### src/rtl/booth_ctrl.sv
// booth_ctrl: sequencing controller and operand/product handshake stage for an
// N-bit radix-2 Booth multiplier datapath (datapath registers live downstream).
module booth_ctrl #(
    parameter int N = 4
) (
    input  logic             clk,
    input  logic             rst_n,
    // Handshakes: a transfer happens on the rising edge where valid and ready are
    // both 1; valid and its payload stay stable until that edge, ready may change freely.
    input  logic             in_valid,
    output logic             in_ready,
    input  logic [N-1:0]     in_m,
    input  logic [N-1:0]     in_q,
    output logic             out_valid,
    input  logic             out_ready,
    output logic [2*N-1:0]   product,
    output logic [N-1:0]     data_M,
    output logic [N-1:0]     data_Q,
    output logic             ldA,
    output logic             clrA,
    output logic             sftA,
    output logic             ldQ,
    output logic             clrQ,
    output logic             sftQ,
    output logic             ldM,
    output logic             clrff,
    output logic             add_sub,
    output logic             ldC,
    output logic             dec,
    output logic             enf,
    input  logic             q0,
    input  logic             qm1,
    input  logic             eqz,
    input  logic [2*N-1:0]   data_out,
    output logic [2:0]       o_dbg_state
);

    typedef enum logic [2:0] {
        S_IDLE   = 3'd0,
        S_LOAD   = 3'd1,
        S_SETTLE = 3'd2,
        S_EVAL   = 3'd3,
        S_SHIFT  = 3'd4,
        S_DONE   = 3'd5
    } state_t;

    state_t           r_state;
    state_t           w_next;
    logic             r_in_ready;
    logic             r_out_valid;
    logic             r_load;
    logic             r_shift;
    logic [N-1:0]     r_op_m;
    logic [N-1:0]     r_op_q;
    logic [2*N-1:0]   r_product;
    logic             w_in_fire;
    logic             w_eval;

    assign w_in_fire = in_valid & r_in_ready;
    assign w_eval    = (r_state == S_EVAL);

    always_comb begin
        w_next = r_state;
        case (r_state)
            S_IDLE:   if (w_in_fire) w_next = S_LOAD;
            S_LOAD:   w_next = S_SETTLE;
            S_SETTLE: w_next = eqz ? S_DONE : S_EVAL;
            S_EVAL:   w_next = S_SHIFT;
            S_SHIFT:  w_next = S_SETTLE;
            S_DONE:   if (out_ready) w_next = S_IDLE;
            default:  w_next = S_IDLE;
        endcase
    end

    // Strobes are decoded from the next state so they are registered yet line up
    // with the state they belong to.
    always_ff @(posedge clk or negedge rst_n) begin
        if (!rst_n) begin
            r_state     <= S_IDLE;
            r_in_ready  <= 1'b1;
            r_out_valid <= 1'b0;
            r_load      <= 1'b0;
            r_shift     <= 1'b0;
            r_op_m      <= '0;
            r_op_q      <= '0;
            r_product   <= '0;
        end else begin
            r_state     <= w_next;
            r_in_ready  <= (w_next == S_IDLE);
            r_out_valid <= (w_next == S_DONE);
            r_load      <= (w_next == S_LOAD);
            r_shift     <= (w_next == S_SHIFT);
            if (w_in_fire) begin
                r_op_m <= in_m;
                r_op_q <= in_q;
            end
            if ((r_state == S_SETTLE) && eqz) begin
                r_product <= data_out;
            end
        end
    end

    assign in_ready    = r_in_ready;
    assign out_valid   = r_out_valid;
    assign product     = r_product;
    assign data_M      = r_op_m;
    assign data_Q      = r_op_q;
    assign o_dbg_state = r_state;

    assign ldM   = r_load;
    assign ldQ   = r_load;
    assign clrA  = r_load;
    assign clrff = r_load;
    assign ldC   = r_load;
    assign sftA  = r_shift;
    assign sftQ  = r_shift;
    assign enf   = r_shift;
    assign dec   = r_shift;
    assign clrQ  = 1'b0;

    // q0/qm1 only become valid during EVAL itself, so the add/subtract strobes
    // are decoded in the same cycle rather than registered ahead.
    assign ldA     = w_eval & (q0 ^ qm1);
    assign add_sub = w_eval & ~q0 & qm1;

endmodule

### config.mk
export PLATFORM = sky130hd
export DESIGN_NAME = booth_ctrl
export DESIGN_NICKNAME = d
export VERILOG_FILES = /design/src/rtl/booth_ctrl.sv
export SDC_FILE = /design/constraint.sdc
export NUM_CORES = 1
export LEC_CHECK = 0
export ABC_AREA = 1
export CORE_MARGIN = 3
export CORE_UTILIZATION = 35
export DETAILED_ROUTE_END_ITERATION = 12
export GPL_TIMING_DRIVEN = 0
export PLACE_DENSITY = 0.75
export SLEW_MARGIN = 5
export SYNTH_ARGS = -nofsm -noshare
export SYNTH_HDL_FRONTEND = slang
export SYNTH_SLANG_ARGS = --single-unit
### constraint.sdc
create_clock -name clk -period 1.1 [get_ports clk]
set_clock_uncertainty 0.05 [all_clocks]
set_input_delay 0.11 -clock clk [delete_from_list [all_inputs] [get_ports clk]]
set_output_delay 0.11 -clock clk [all_outputs]
set_load 0.02 [all_outputs]
==> Word-level counts from Yosys, hierarchy flattened <==
Cells that the tools add are included.
{ "totals": {"regBits": 23, "elab_cells": 30, "in_bits": 23, "output_inout_bits": 33} }
{ "op_classes": {"n_mux": 4, "n_eq_ne": 8, "reduce_logical": 4, "n_bitwise": 6} }
{ "ops": {"columns": ["operator", "count"], "rows": [
  ["3-bit case mux with 5 select lines", 1],
  ["3-bit == test (second input constant)", 4],
  ["3-bit two-way mux", 3],
  ["3-bit by 1-bit == test with 1-bit output (second input constant)", 2],
  ["3-bit by 2-bit == test with 1-bit output (second input constant)", 2],
  ["3-bit logical NOT", 2],
  ["1-bit bitwise AND", 4],
  ["2-bit OR reduction", 1],
  ["1-bit logical AND", 1],
  ["1-bit inverter", 1],
  ["1-bit bitwise XOR", 1]
]} }

==> Longest topological paths before layout <==
Gate-level depths: netlist of run 1.
{ "depth": {"word_depth": 4, "mapped_depth": 8, "depth_no_buf": 8} }

==> Worst setup path before layout of run 1 <==
OpenSTA, ideal clock, no wires.
{ "synth_timing": {"kind": "flip-flop to output port", "from": "register r_state[1] (netlist: o_dbg_state[1])", "to": "output ldA", "arrival_time_ps": 1166, "path_stages_with_launch": 5, "path_slack_ps": -226, "path_cell_list": "dfrtp_1 -> inv_2 -> nor2_8 -> nand2_1 -> a21oi_1"} }
{ "synth_via": {"elab_chain_len": 2} }
{ "synth_rtl": {"columns": ["item", "line", "source"], "rows": [
  ["start: declaration", "47", "state_t r_state;"],
  ["start signal: assignment", "88", "r_state <= w_next;"],
  ["3-bit by 2-bit == test with 1-bit output", "60", "assign w_eval = (r_state == S_EVAL);"],
  ["1-bit bitwise AND", "123", "assign ldA = w_eval & (q0 ^ qm1);"],
  ["end: declaration", "19", "output logic ldA,"]
]} }
No other way between the ends.

==> Final worst setup path of run 1 <==
Same ends and word-level chain as after synthesis.

==> results of run 1 <==
-- cell type report --
class                   instances  area share (%)
repair buffers                 76           35.69
flip-flops and latches         23           29.85
multi-input cells              65           22.14
plain buffers                   8           4.621
inverters                      19           4.300
well taps                      31           1.990
clock buffers                   3           1.155
clock inverters                 1          0.2567
-- what timing repair did --
| item | 4_1_cts | 5_1_grt |
|---|---|---|
| pin swaps | 5 | 11 |
| buffers inserted | 14 | 9 |
| gates resized for setup | 171 | 35 |
| hold endpoints to repair | 0 | 0 |
| gates cloned | 1 | 0 |
| hold buffers | 0 | 0 |
| setup endpoints to repair | 46 | 30 |
-- routing by layer --
layer	up-vias	share of wire [%]
met4	0	0.78
met3	2	7.4
met5	-	0
met2	45	53
met1	471	38
li1	500	-
-- stage by stage --
stage          worst slack (ns)  std cells  hold slack (ns)  util [%]  setup TNS [ns]
2_1_floorplan          -0.08311        116          -0.2356         -         -0.2635
4_1_cts                 -0.2637        220          0.05617     64.09          -3.465
3_5_place_dp            -0.7194        201           0.4150     59.22          -12.57
6_report                -0.2594        226          0.02495     68.91          -4.578
5_1_grt                 -0.3269        226          0.08385     68.91          -5.946
3_3_place_gp            -0.6941        201           0.4135     59.22          -11.10
-- logic make-up (layout without fill, tap and decap cells) --
group	after synthesis	count (layout)	share of synthesized area, %
AOI/OAI and AO/OA	11	11	7.981
buffers and inverters	28	107	13.38
other	1	1	0.3518
DFF	23	23	54.11
and+or+nand+nor	53	53	24.18
-- where the power goes --
| part | total (mW) | internal [mW] | leakage [nW] | switching [mW] |
|---|---|---|---|---|
| registers | 1.56 | 1.24 | 0.284 | 0.316 |
| logic | 3.38 | 1.66 | 0.738 | 1.72 |
| clock network | 0.383 | 0.135 | 0.0177 | 0.248 |
-- state kept, by name (all words and copies together) (netlist names) --
name / cells
clrA: 1
data_Q: 4
dec: 1
product: 8
in_ready: 1
o_dbg_state: 3
out_valid: 1
data_M: 4
-- cells in the final DEF (no fill, tap or decap), types with 2 or more instances in the layout --
cell type and instances:
sky130_fd_sc_hd__buf_6 31, sky130_fd_sc_hd__nand2_1 23, sky130_fd_sc_hd__clkdlybuf4s50_1 21, sky130_fd_sc_hd__dfrtp_1 18
sky130_fd_sc_hd__buf_2 17, sky130_fd_sc_hd__nand2_2 16, sky130_fd_sc_hd__inv_1 15, sky130_fd_sc_hd__buf_4 12
sky130_fd_sc_hd__o21ai_2 9, sky130_fd_sc_hd__nand3_2 4, sky130_fd_sc_hd__dfrtp_2 4, sky130_fd_sc_hd__clkbuf_4 3
sky130_fd_sc_hd__inv_4 2, sky130_fd_sc_hd__nand2_4 2, sky130_fd_sc_hd__nor2_4 2
-- path summary, 6_finish.rpt --
kind                                      from          to  slack, ns  cells past startpoint
worst max-delay path            o_dbg_state[1]         ldA      -0.26                      5
worst min-delay path                     rst_n  product[4]       0.02                      1
worst max register to register  o_dbg_state[1]   out_valid      -0.24                      8
worst min register to register       data_Q[0]   data_Q[0]       0.43                      2
max in group asynchronous                rst_n        clrA       0.31                      1
min in group clk                       in_m[3]   data_M[3]       0.28                      3
-- worst reg2reg max path, stage by stage (launching register included) --
cell	delay, ns
sky130_fd_sc_hd__dfrtp_2	0.45
sky130_fd_sc_hd__buf_4	0.14
sky130_fd_sc_hd__buf_6	0.11
sky130_fd_sc_hd__buf_6	0.11
sky130_fd_sc_hd__nor2_4	0.07
sky130_fd_sc_hd__nand3_2	0.08
sky130_fd_sc_hd__nand3_2	0.11
sky130_fd_sc_hd__nand2_1	0.06
sky130_fd_sc_hd__nor2_1	0.10
==> load_flow_metrics.sql, run 1 <==
INSERT INTO impl_metrics (metric_group, metric, value, unit) VALUES
('final_layout', 'final.fill_count', '226', ''),
('timing', 'postLayoutSetupSlackWorst', '-0.2594', 'ns'),
('synth', 'synth_edf_count', '0', ''),
('timing', 'layout_min_cycle_time', '1.359', 'ns'),
('synth', 'synth_top_cell_area_share', '51.64', '%'),
('final_layout', 'multiInputGateArea', '431.7', 'um^2'),
('status', 'run_status', 'complete, but fails checks', ''),
('die', 'die_height', '61.19', 'um'),
('final_layout', 'flow.area_growth_from_synthesis', '82.86', '%'),
('global_routing', 'grt_max_degree', '24', ''),
('die', 'die_x', '61.19', 'um'),
('final_layout', 'ff_latch_area', '581.8', 'um^2'),
('status', 'failing_checks', 'negative setup slack', ''),
('pwr', 'cellPowerDensity', '2730', 'nW/um^2'),
('setup_path', 'critical_path_required_time', '0.94', 'ns'),
('setup_path', 'critical_path.endpoint_type', 'primary output', ''),
('global_routing', 'grt_pass1_wl', '4491', 'um'),
('pwr', 'finalPower', '5.322', 'mW'),
('timing', 'grt_setup_unrepaired', 'yes', ''),
('clocking', 'clock_tree.htree_level_count', '1', ''),
('placement', 'port-buffer-count', '54', ''),
('clocking', 'tritoncts.num_buffers', '3', ''),
('timing', 'min_period_over_period', '123.6', '%'),
('synth', 'synth.distinct_cells', '20', ''),
('synth', 'cells_after_synthesis', '116', ''),
('timing', 'worstMarginPinSlew', '0.9973', 'ns'),
('placement', 'post-dp-hpwl', '1935', 'um'),
('timing', 'hold_viol', '0', ''),
('final_layout', 'diodes', '0', ''),
('synth', 'synth_seq_area_share', '54.11', '%'),
('setup_path', 'critPathKind', 'flop to primary output', ''),
('pwr', 'peakVddDrop', '1.461', 'mV'),
('synth', 'postSynthAreaPerCell', '9.190', 'um^2'),
('routing', 'initialDrtViolationCount', '35', ''),
('synth', 'yosys.area.top_type', 'sky130_fd_sc_hd__dfrtp_1', ''),
('synth', 'ys.flop_type', 'sky130_fd_sc_hd__dfrtp_1', ''),
('setup_path', 'startpoint_type', 'flop', ''),
('synth', 'ranking_of_synthesized_cells_by_area', 'sky130_fd_sc_hd__dfrtp_1 52%, sky130_fd_sc_hd__nand2_1 13%, sky130_fd_sc_hd__o21ai_2 6.6%', ''),
('routing', 'routed_wl', '2838', 'um'),
('timing', 'relSlewSlack', '33.51', '%'),
('die', 'pin_count', '56', ''),
('clocking', 'cts_tree', 'done', ''),
('setup_path', 'crit_path_buffers_inverters', '2', ''),
('setup_path', 'cp_slowest_cell', 'sky130_fd_sc_hd__dfrtp_2', ''),
('setup_path', 'cp_slowest_stage_delay', '0.42', 'ns'),
('synth', 'syn_nets', '139', ''),
('timing', 'clock.fmax', '735.6', 'MHz'),
('final_layout', 'postLayoutCellArea', '1949', 'um^2'),
('pwr', 'static_leakage', '1.040', 'nW'),
('global_routing', 'first_global_vias', '1035', ''),
('final_layout', 'drive_gt1_share', '57.95', '%'),
('setup_path', 'cp_data_arrival_time', '1.20', 'ns'),
('routing', 'routed_length_per_placed_instance', '12.56', 'um'),
('clocking', 'clockRootBuffer', 'sky130_fd_sc_hd__clkbuf_4', ''),
('die', 'placeableCoreArea', '2829', 'um^2'),
('synth', 'synth.yosys.warnings', '0', ''),
('die', 'die_area', '3744', 'um^2'),
('routing', 'drt.antenna.violating_nets', '0', ''),
('setup_path', 'timing.critical_path.cells', 'inv_4, nor2_8, nand2_4, a21oi_2, buf_6', ''),
('global_routing', 'grt_most_used_layer', 'met2', ''),
('routing', 'detailroute.via_count', '1018', ''),
('global_routing', 'gr-total-overflow', '0', ''),
('timing', 'finalSetupViolCount', '28', ''),
('global_routing', 'antenna_violations_before_repair', '0', ''),
('setup_path', 'family_with_the_most_delay_on_the_worst_path', 'flip-flops', ''),
('synth', 'netlist_area', '1066', 'um^2'),
('placement', 'gpl.final_weighted_congestion', '0.7692', ''),
('global_routing', 'grtUsageMet2', '30.66', '%'),
('synth', 'post_synth_most_frequent_cells', '38 x sky130_fd_sc_hd__nand2_1, 22 x sky130_fd_sc_hd__dfrtp_1, 17 x sky130_fd_sc_hd__inv_1', ''),
('synth', 'yosys.cell_count.top_type', 'sky130_fd_sc_hd__nand2_1', ''),
('global_routing', 'met3_usage', '3.145', '%');
Power figures use the tool's default switching activity.
==> run 2, diff against run 1 <==
Settings changed: SLEW_MARGIN 5 to 20.
==> run 2 against run 1 <==
  * The run still ends with negative setup slack left
  * Setup slack improved by 0.0029 ns
  * Sequential cell count is the same
  * Largest power group unchanged
  * Global-route usage unchanged
  * Non-clock buffer count grew 1
  * Register-to-register slack about the same
  * Die area stayed put
  * Cell area grew 0.32%
  * Via count increased by 0.59%
  * First-iteration DRC count up 8.6%
  * Sequential power about the same
==> load_flow_metrics.sql, run 2 (synthesis gave the netlist of run 1 again) <==
INSERT INTO impl_metrics (metric_group, metric, value, unit) VALUES
('timing', 'finalSetupViolCount', '28', ''),
('clocking', 'clk_pin_slew', '0.13', 'ns'),
('pwr', 'power_frac_seq', '29.3', '%'),
('clocking', 'tritoncts.num_buffers', '3', ''),
('die', 'pin_count', '56', ''),
('die', 'die_x', '61.19', 'um'),
('routing', 'initialDrtViolationCount', '38', ''),
('die', 'die_area', '3744', 'um^2'),
('pwr', 'p_clk_share', '7.2', '%'),
('setup_path', 'critical_path.reg2reg.startpoint', 'o_dbg_state[1]', ''),
('clocking', 'clock_insertion_delay_at_the_later_pin_of_the_skew_report', '0.30', 'ns'),
('global_routing', 'global_route.usage.total', '16.08', '%'),
('final_layout', 'drive_gt1_share', '58.16', '%'),
('timing', 'min_period_over_period', '123.3', '%'),
('final_layout', 'final_core_util', '69.13', '%'),
('status', 'failing_checks', 'negative setup slack', ''),
('clocking', 'cts_tree', 'done', ''),
('global_routing', 'grt_pass1_wl', '4491', 'um'),
('pwr', 'static_leakage', '1.043', 'nW'),
('setup_path', 'setup.reg_to_reg.worst_slack', '-0.24', 'ns'),
('setup_path', 'cp_data_arrival_time', '1.20', 'ns'),
('clocking', 'clock_tree.htree_level_count', '1', ''),
('routing', 'drt.antenna.violating_nets', '0', ''),
('clocking', 'clockRootBuffer', 'sky130_fd_sc_hd__clkbuf_4', ''),
('die', 'die_height', '61.19', 'um'),
('final_layout', 'flow.area_growth_from_synthesis', '83.45', '%'),
('global_routing', 'antenna_violations_before_repair', '0', ''),
('pwr', 'power.switching', '2.276', 'mW'),
('pwr', 'peakVddDrop', '1.460', 'mV'),
('timing', 'hold_viol', '0', ''),
('hold_path', 'timing.hold.worst.class', 'input pin to async pin', ''),
('final_layout', 'max_ffs_per_register', '8', ''),
('routing', 'route.detailed.drc', '0', ''),
('status', 'run_status', 'complete, but fails checks', ''),
('die', 'floorplan.initialDensity', '37.68', '%'),
('die', 'floorplan.rows', '19', ''),
('routing', 'detailroute.via_count', '1024', ''),
('setup_path', 'critPathKind', 'flop to primary output', ''),
('setup_path', 'critical_path_required_time', '0.94', 'ns'),
('clocking', 'clock_tree.buffer_depth', '2', ''),
('routing', 'dr.pass1.iters', '4', ''),
('pwr', 'p_comb_share', '63.5', '%'),
('pwr', 'finalPower', '5.320', 'mW'),
('job', 'max_cap_viol_count', '0', ''),
('routing', 'routed_length_per_placed_instance', '12.47', 'um'),
('setup_path', 'r2r-end', 'out_valid', ''),
('timing', 'grt_setup_unrepaired', 'yes', ''),
('pwr', 'intPower', '3.044', 'mW'),
('pwr', 'power.switching_fraction', '42.78', '%'),
('timing', 'finalSetupTns', '-4.530', 'ns'),
('timing', 'slew_viol_final', '0', ''),
('routing', 'routed_wl', '2830', 'um'),
('final_layout', 'layout.cells.most_common', 'sky130_fd_sc_hd__buf_6', ''),
('global_routing', 'grt_max_degree', '24', ''),
('pwr', 'cellPowerDensity', '2721', 'nW/um^2'),
('final_layout', 'layout.cells.most_common_list', '31 x sky130_fd_sc_hd__buf_6, 23 x sky130_fd_sc_hd__nand2_1, 21 x sky130_fd_sc_hd__clkdlybuf4s50_1, 18 x sky130_fd_sc_hd__dfrtp_1, 18 x sky130_fd_sc_hd__buf_2', ''),
('global_routing', 'gr-total-overflow', '0', ''),
('placement', 'gpl.final_weighted_congestion', '0.7692', ''),
('placement', 'post-dp-hpwl', '1935', 'um'),
('placement', 'port-buffer-count', '54', ''),
('setup_path', 'rr_worst_depth', '8', ''),
('setup_path', 'worstPathMaxFanout', '3', ''),
('global_routing', 'first_global_vias', '1035', ''),
('final_layout', 'final_net_count', '220', ''),
('final_layout', 'diodes', '0', ''),
('setup_path', 'critical_path.endpoint_type', 'primary output', ''),
('setup_path', 'startpoint_type', 'flop', ''),
('timing', 'clock.fmax', '737.2', 'MHz'),
('timing', 'layout_min_cycle_time', '1.357', 'ns'),
('clocking', 'numClockSinks', '23', ''),
('timing', 'final.hold.worst_slack', '0.2427', 'ns'),
('die', 'placeableCoreArea', '2829', 'um^2'),
('routing', 'drt-vias-per-instance', '4.511', ''),
('timing', 'postLayoutSetupSlackWorst', '-0.2565', 'ns');
run 2: cell count changes in the layout (fill, tap and decap cells not counted):
cell | previous run | this run
sky130_fd_sc_hd__buf_2 | 17 | 18
sky130_fd_sc_hd__dlygate4sd2_1 | 1 | 0
sky130_fd_sc_hd__dlygate4sd3_1 | 0 | 1
run 2: worst max-delay path: stages (launching register included):
cell and delay, ns:
sky130_fd_sc_hd__dfrtp_2 0.42, sky130_fd_sc_hd__inv_4 0.06, sky130_fd_sc_hd__nor2_8 0.11, sky130_fd_sc_hd__nand2_4 0.07, sky130_fd_sc_hd__a21oi_2 0.12, sky130_fd_sc_hd__buf_6 0.13
run 2: stage by stage:
step           instances  area (um^2)  setup slack, ns
6_report             227         1956          -0.2565
5_1_grt              227         1956          -0.3269
4_1_cts              220         1813          -0.2637
3_5_place_dp         201         1675          -0.7194
3_3_place_gp         201         1675          -0.6941
2_1_floorplan        116         1096         -0.08311
run 2: cell type report:
class	instances	area [um^2]
Buffer	8	90.09
Clock buffer	3	22.52
Clock inverter	1	5.005
Fill cell	225	873.3
Inverter	19	83.83
Multi-Input combinational cell	65	431.7
Sequential cell	23	581.8
Tap cell	31	38.79
Timing Repair Buffer	77	701.9
run 2: layer usage:
metal	share of wire (%)	GRT usage, %
met4	0.78	4.644
met5	0	0
met2	54	30.66
met1	38	17.84
met3	7.7	3.145
run 2: repair_timing:
action / CTS / global route
hold endpoints to repair: 0 / 22
endpoints found under the setup margin: 46 / 30
hold buffers: 0 / 1
gates resized for setup: 171 / 35
buffers inserted: 14 / 9
pin swaps: 5 / 11
cloned: 1 / 0
run 2: worst max-delay path by stage:
stage | startpoint | end | slack, ns | cells after the start
6_report | o_dbg_state[1] | ldA | -0.26 | 5
5_1_grt | o_dbg_state[1] | ldA | -0.33 | 5
4_1_cts | o_dbg_state[1] | ldA | -0.26 | 5
3_5_place_dp | qm1 | ldA | -0.72 | 5
3_3_place_gp | qm1 | ldA | -0.69 | 5
2_1_floorplan | in_ready | out_valid | -0.08 | 6
run 2: power by group through the flow:
stage | sequential [mW] | clock [mW] | combinational, mW
floorplan | 1.98 | 0 | 1.04
global placement | 1.53 | 0 | 2.58
detailed placement | 1.55 | 0 | 2.64
CTS | 1.51 | 0.395 | 2.99
global route | 1.61 | 0.438 | 3.62
finish | 1.56 | 0.382 | 3.38
==> run 3, diff against run 2 <==
Settings changed: CELL_PAD_IN_SITES_DETAIL_PLACEMENT from default to 1, CELL_PAD_IN_SITES_GLOBAL_PLACEMENT from default to 1, CORE_UTILIZATION 35 to 25, PLACE_DENSITY 0.75 to default, PLACE_DENSITY_LB_ADDON from default to 0.1.
==> run 3 against run 2 <==
  * The flow still finishes with violations (negative setup slack)
  * Core utilization decreased by 20 points
  * Cell area rose by 1.4%
  * Count of clock-buffer cells in the layout did not move
  * Register-to-register slack better by 0.05 ns
  * Critical endpoint unchanged
  * Maximum frequency rose by 3.8%
  * Setup slack improved by 0.050 ns
  * First-iteration DRC count fell by 26%
==> load_flow_metrics.sql, run 3 (synthesis gave the netlist of run 1 again) <==
INSERT INTO impl_metrics (metric_group, metric, value, unit) VALUES
('setup_path', 'startpoint_type', 'flop', ''),
('timing', 'grt_setup_unrepaired', 'yes', ''),
('timing', 'final.hold.worst_slack', '0.3309', 'ns'),
('setup_path', 'critPathKind', 'flop to primary output', ''),
('final_layout', 'multiInputGateArea', '429.2', 'um^2'),
('pwr', 'peakVddDrop', '0.9247', 'mV'),
('setup_path', 'critical_path.reg2reg.startpoint', 'o_dbg_state[1]', ''),
('setup_path', 'r2r-end', 'out_valid', ''),
('status', 'failing_checks', 'negative setup slack', ''),
('setup_path', 'critical_path_required_time', '0.94', 'ns'),
('global_routing', 'first_global_vias', '1130', ''),
('die', 'die_x', '71.30', 'um'),
('clocking', 'clock_tree.buffer_depth', '2', ''),
('job', 'max_cap_viol_count', '0', ''),
('global_routing', 'grt_pass1_wl', '5085', 'um'),
('timing', 'relSlewSlack', '64.97', '%'),
('clocking', 'cts_tree', 'done', ''),
('routing', 'initialDrtViolationCount', '28', ''),
('final_layout', 'final.fill_count', '463', ''),
('placement', 'gpl.final_weighted_congestion', '0.7188', ''),
('clocking', 'clock_insertion_delay_at_the_later_pin_of_the_skew_report', '0.26', 'ns'),
('die', 'pin_count', '56', ''),
('routing', 'drt.antenna.violating_nets', '0', ''),
('routing', 'route.detailed.drc', '0', ''),
('timing', 'clock.fmax', '765.4', 'MHz'),
('placement', 'port-buffer-count', '54', ''),
('setup_path', 'worstPathMaxFanout', '3', ''),
('die', 'floorplan.rows', '23', ''),
('routing', 'routed_wl', '3109', 'um'),
('die', 'placeableCoreArea', '4058', 'um^2'),
('routing', 'detailroute.via_count', '1019', ''),
('final_layout', 'ff_latch_area', '581.8', 'um^2'),
('final_layout', 'final_net_count', '217', ''),
('setup_path', 'setup.reg_to_reg.worst_slack', '-0.19', 'ns'),
('final_layout', 'diodes', '0', ''),
('clocking', 'clk_pin_slew', '0.08', 'ns'),
('timing', 'finalSetupViolCount', '24', ''),
('placement', 'post-dp-hpwl', '2099', 'um'),
('clocking', 'tritoncts.num_buffers', '3', ''),
('global_routing', 'antenna_violations_before_repair', '0', ''),
('clocking', 'clock_tree.htree_level_count', '1', ''),
('setup_path', 'critical_path.endpoint_type', 'primary output', ''),
('hold_path', 'timing.hold.worst.class', 'input pin to async pin', ''),
('clocking', 'numClockSinks', '23', ''),
('routing', 'dr.pass1.iters', '3', ''),
('timing', 'worstMarginPinSlew', '0.5255', 'ns'),
('final_layout', 'drive_gt1_share', '53.89', '%'),
('final_layout', 'layout.cells.most_common_list', '28 x sky130_fd_sc_hd__buf_6, 27 x sky130_fd_sc_hd__nand2_1, 21 x sky130_fd_sc_hd__clkdlybuf4s50_1, 18 x sky130_fd_sc_hd__dfrtp_1, 16 x sky130_fd_sc_hd__inv_1', ''),
('global_routing', 'gr-total-overflow', '0', ''),
('timing', 'layout_min_cycle_time', '1.307', 'ns'),
('die', 'die_height', '71.30', 'um'),
('pwr', 'power.switching_fraction', '42.13', '%'),
('routing', 'routed_length_per_placed_instance', '12.79', 'um'),
('pwr', 'power_frac_seq', '29.1', '%'),
('final_layout', 'flow.area_growth_from_synthesis', '86.03', '%'),
('pwr', 'p_clk_share', '9.6', '%'),
('pwr', 'intPower', '3.123', 'mW'),
('status', 'run_status', 'complete, but fails checks', ''),
('timing', 'postLayoutSetupSlackWorst', '-0.2065', 'ns'),
('global_routing', 'global_route.usage.total', '12.01', '%'),
('die', 'floorplan.initialDensity', '26.27', '%'),
('final_layout', 'layout.cells.most_common', 'sky130_fd_sc_hd__buf_6', ''),
('timing', 'min_period_over_period', '118.8', '%'),
('routing', 'drt-vias-per-instance', '4.193', ''),
('global_routing', 'grt_max_degree', '24', ''),
('timing', 'slew_viol_final', '0', ''),
('setup_path', 'rr_worst_depth', '8', ''),
('pwr', 'static_leakage', '1.031', 'nW'),
('setup_path', 'cp_data_arrival_time', '1.15', 'ns'),
('timing', 'hold_viol', '0', ''),
('die', 'die_area', '5084', 'um^2'),
('final_layout', 'final_core_util', '48.87', '%'),
('clocking', 'clockRootBuffer', 'sky130_fd_sc_hd__clkbuf_8', ''),
('pwr', 'power.switching', '2.273', 'mW'),
('pwr', 'p_comb_share', '61.3', '%'),
('final_layout', 'max_ffs_per_register', '8', ''),
('pwr', 'cellPowerDensity', '2721', 'nW/um^2');
-- run 3: routing by layer --
metal	GRT usage [%]	up-vias	wire (um)
met5	0	-	0
met4	2.505	0	10
met3	2.104	2	167
met2	21.94	33	1676
met1	14.73	490	1255
li1	-	494	-
-- run 3: layout make-up --
cell class / instances / share of cell area (%)
flip-flops and latches: 23 / 29.34
repair buffers: 73 / 34.32
clock inverters: 1 / 0.2524
plain buffers: 9 / 5.110
inverters: 19 / 4.101
well taps: 50 / 3.155
multi-input cells: 65 / 21.64
clock buffers: 3 / 2.082
-- run 3: repair_timing --
action	CTS	global route
gates cloned	1	0
endpoints found under the hold margin	0	22
resized for setup	144	42
endpoints found under the setup margin	65	37
buffers inserted	13	4
pin swaps	2	10
hold buffers	0	1
-- run 3: power by group through the flow --
stage                     registers (mW)  clock network (mW)  logic (mW)
final                               1.57               0.520        3.31
after global routing                1.63               0.582        3.58
after CTS                           1.54               0.549        3.10
after detailed placement            1.56                   0        2.65
after global placement              1.55                   0        2.60
after floorplan                     1.98                   0        1.04
-- run 3: metrics by stage --
step | cells | area (um^2) | setup WS [ns] | power [mW] | TNS [ns]
4_1_cts | 238 | 1936 | -0.2042 | 5.185 | -2.557
6_report | 243 | 1983 | -0.2065 | 5.396 | -2.396
3_3_place_gp | 220 | 1699 | -0.6934 | 4.147 | -13.36
2_1_floorplan | 116 | 1096 | -0.08311 | 3.015 | -0.2635
5_1_grt | 243 | 1983 | -0.2781 | 5.790 | -3.869
3_5_place_dp | 220 | 1699 | -0.7205 | 4.209 | -14.63
-- run 3: worst max-delay path, cell delays in order, from the launching register on --
cell	delay [ns]
sky130_fd_sc_hd__dfrtp_2	0.46
sky130_fd_sc_hd__nor2_8	0.11
sky130_fd_sc_hd__nand2_4	0.07
sky130_fd_sc_hd__a21oi_2	0.12
sky130_fd_sc_hd__buf_6	0.13
-- run 3: worst max path at each step --
| stage | from | end | slack, ns |
|---|---|---|---|
| 2_1_floorplan | in_ready | out_valid | -0.08 |
| 3_3_place_gp | qm1 | ldA | -0.69 |
| 3_5_place_dp | qm1 | ldA | -0.72 |
| 4_1_cts | o_dbg_state[1] | ldA | -0.20 |
| 5_1_grt | o_dbg_state[2] | ldA | -0.28 |
| 6_report | o_dbg_state[2] | ldA | -0.21 |
==> edit (flow settings as in run 1) <==
Change the parameter `N` from 4 to 2.
--- a/src/rtl/booth_ctrl.sv
+++ b/src/rtl/booth_ctrl.sv
@@ -3,3 +3,3 @@
 module booth_ctrl #(
-    parameter int N = 4
+    parameter int N = 2
 ) (
Interface: changed (6 resized); port bits go from 56 to 40. The function was not compared with the original's and may differ.
==> edit against run 1 <==
  * Worst hold slack improved by 0.14 ns
  * Sequential cell count decreased by 8
  * Die area decreased by 30%
  * Clock power decreased by 15%
  * Count of clock-buffer cells in the layout unchanged
  * The flow still finishes with violations (negative setup slack)
  * Setup slack improved by 0.027 ns
  * Routed wire length decreased by 32%
  * Total power decreased by 33%
  * Area after synthesis decreased by 33%
  * Final area decreased by 34%
==> edit: results (changes against run 1) <==
INFO  metric status = complete, but fails checks (unchanged)
INFO  metric violations = negative setup slack (unchanged)
INFO  metric timing.critical_path.arrival = 1.17 ns (was 1.20 ns)
INFO  metric worstReg2RegEnd = in_ready (was out_valid)
INFO  metric synth_top_cells_by_area = dfrtp_1, nand2_1, buf_4 (was dfrtp_1, nand2_1, o21ai_2)
INFO  metric dr.pass1.iters = 3 (was 4)
INFO  metric seq_share = 29.7% (was 29.8%)
INFO  metric largest_register_ffs = 4 (was 8)
INFO  metric routedLengthMet1 = 673 µm (was 1.09 mm)
INFO  metric final_worst_path_setup_slack = -0.232 ns (was -0.259 ns)
INFO  metric placed_wire_length_estimate = 1.36 mm (was 1.93 mm)
INFO  metric synthDistinctLibCells = 18 (was 20)
INFO  metric routed-via-count = 687 (was 1018)
INFO  metric switching_share = 44.8% (was 42.8%)
INFO  metric synthesis.area_per_instance = 8.62 µm² (was 9.19 µm²)
INFO  metric viasPerCell = 4.38 (was 4.50)
INFO  metric n_fill_cell = 144 (was 226)
INFO  metric layout.nets = 148 (was 219)
INFO  metric setup_viol = 23 (was 28)
INFO  metric groute.layer.met3.usage = 3.21% (was 3.14%)
INFO  metric layout-drive-gt1-share = 53.8% (was 57.9%)
INFO  metric ir_drop = 1.95 mV (was 1.46 mV)
INFO  metric final-clk-cell-share = 2.14% (was 1.41%)
INFO  metric met3_wire_len = 152 µm (was 209 µm)
INFO  metric synth.top_cells.by_count = nand2_1, dfrtp_1, inv_1 (unchanged)
INFO  metric dr_wl_met2 = 1.07 mm (was 1.52 mm)
INFO  metric max_slew_margin = 56.1% (was 33.5%)
INFO  metric number_of_setup_buffers_added_after_cts = 8 (was 14)
INFO  metric grt_pass1_wl = 3.19 mm (was 4.49 mm)
## edit: cell count changes after synthesis, sizes merged
cell	before	now
o21ai	10	6
inv	19	15
dfrtp	22	14
nand2	41	25
buf	9	8
## edit: worst max-delay path by stage
stage | cells past startpoint | from | endpoint | slack (ns)
final | 5 | o_dbg_state[1] | ldA | -0.23
after global routing | 5 | o_dbg_state[1] | ldA | -0.27
after CTS | 5 | o_dbg_state[1] | ldA | -0.24
after detailed placement | 5 | qm1 | ldA | -0.73
after global placement | 5 | qm1 | ldA | -0.71
after floorplan | 6 | in_ready | out_valid | -0.06
## edit: worst max-delay path, stage by stage (launching register included)
cell,delay (ns)
dfrtp_2,0.38
inv_2,0.06
nor2_4,0.13
nand2_4,0.08
a21oi_4,0.12
buf_6,0.13
## edit: through the flow
step	hold WS, ns	cell area [µm²]
after global routing	0.212	1280
after floorplan	-0.236	744
final	0.165	1280
after detailed placement	0.416	1160
after global placement	0.414	1160
after CTS	0.182	1260
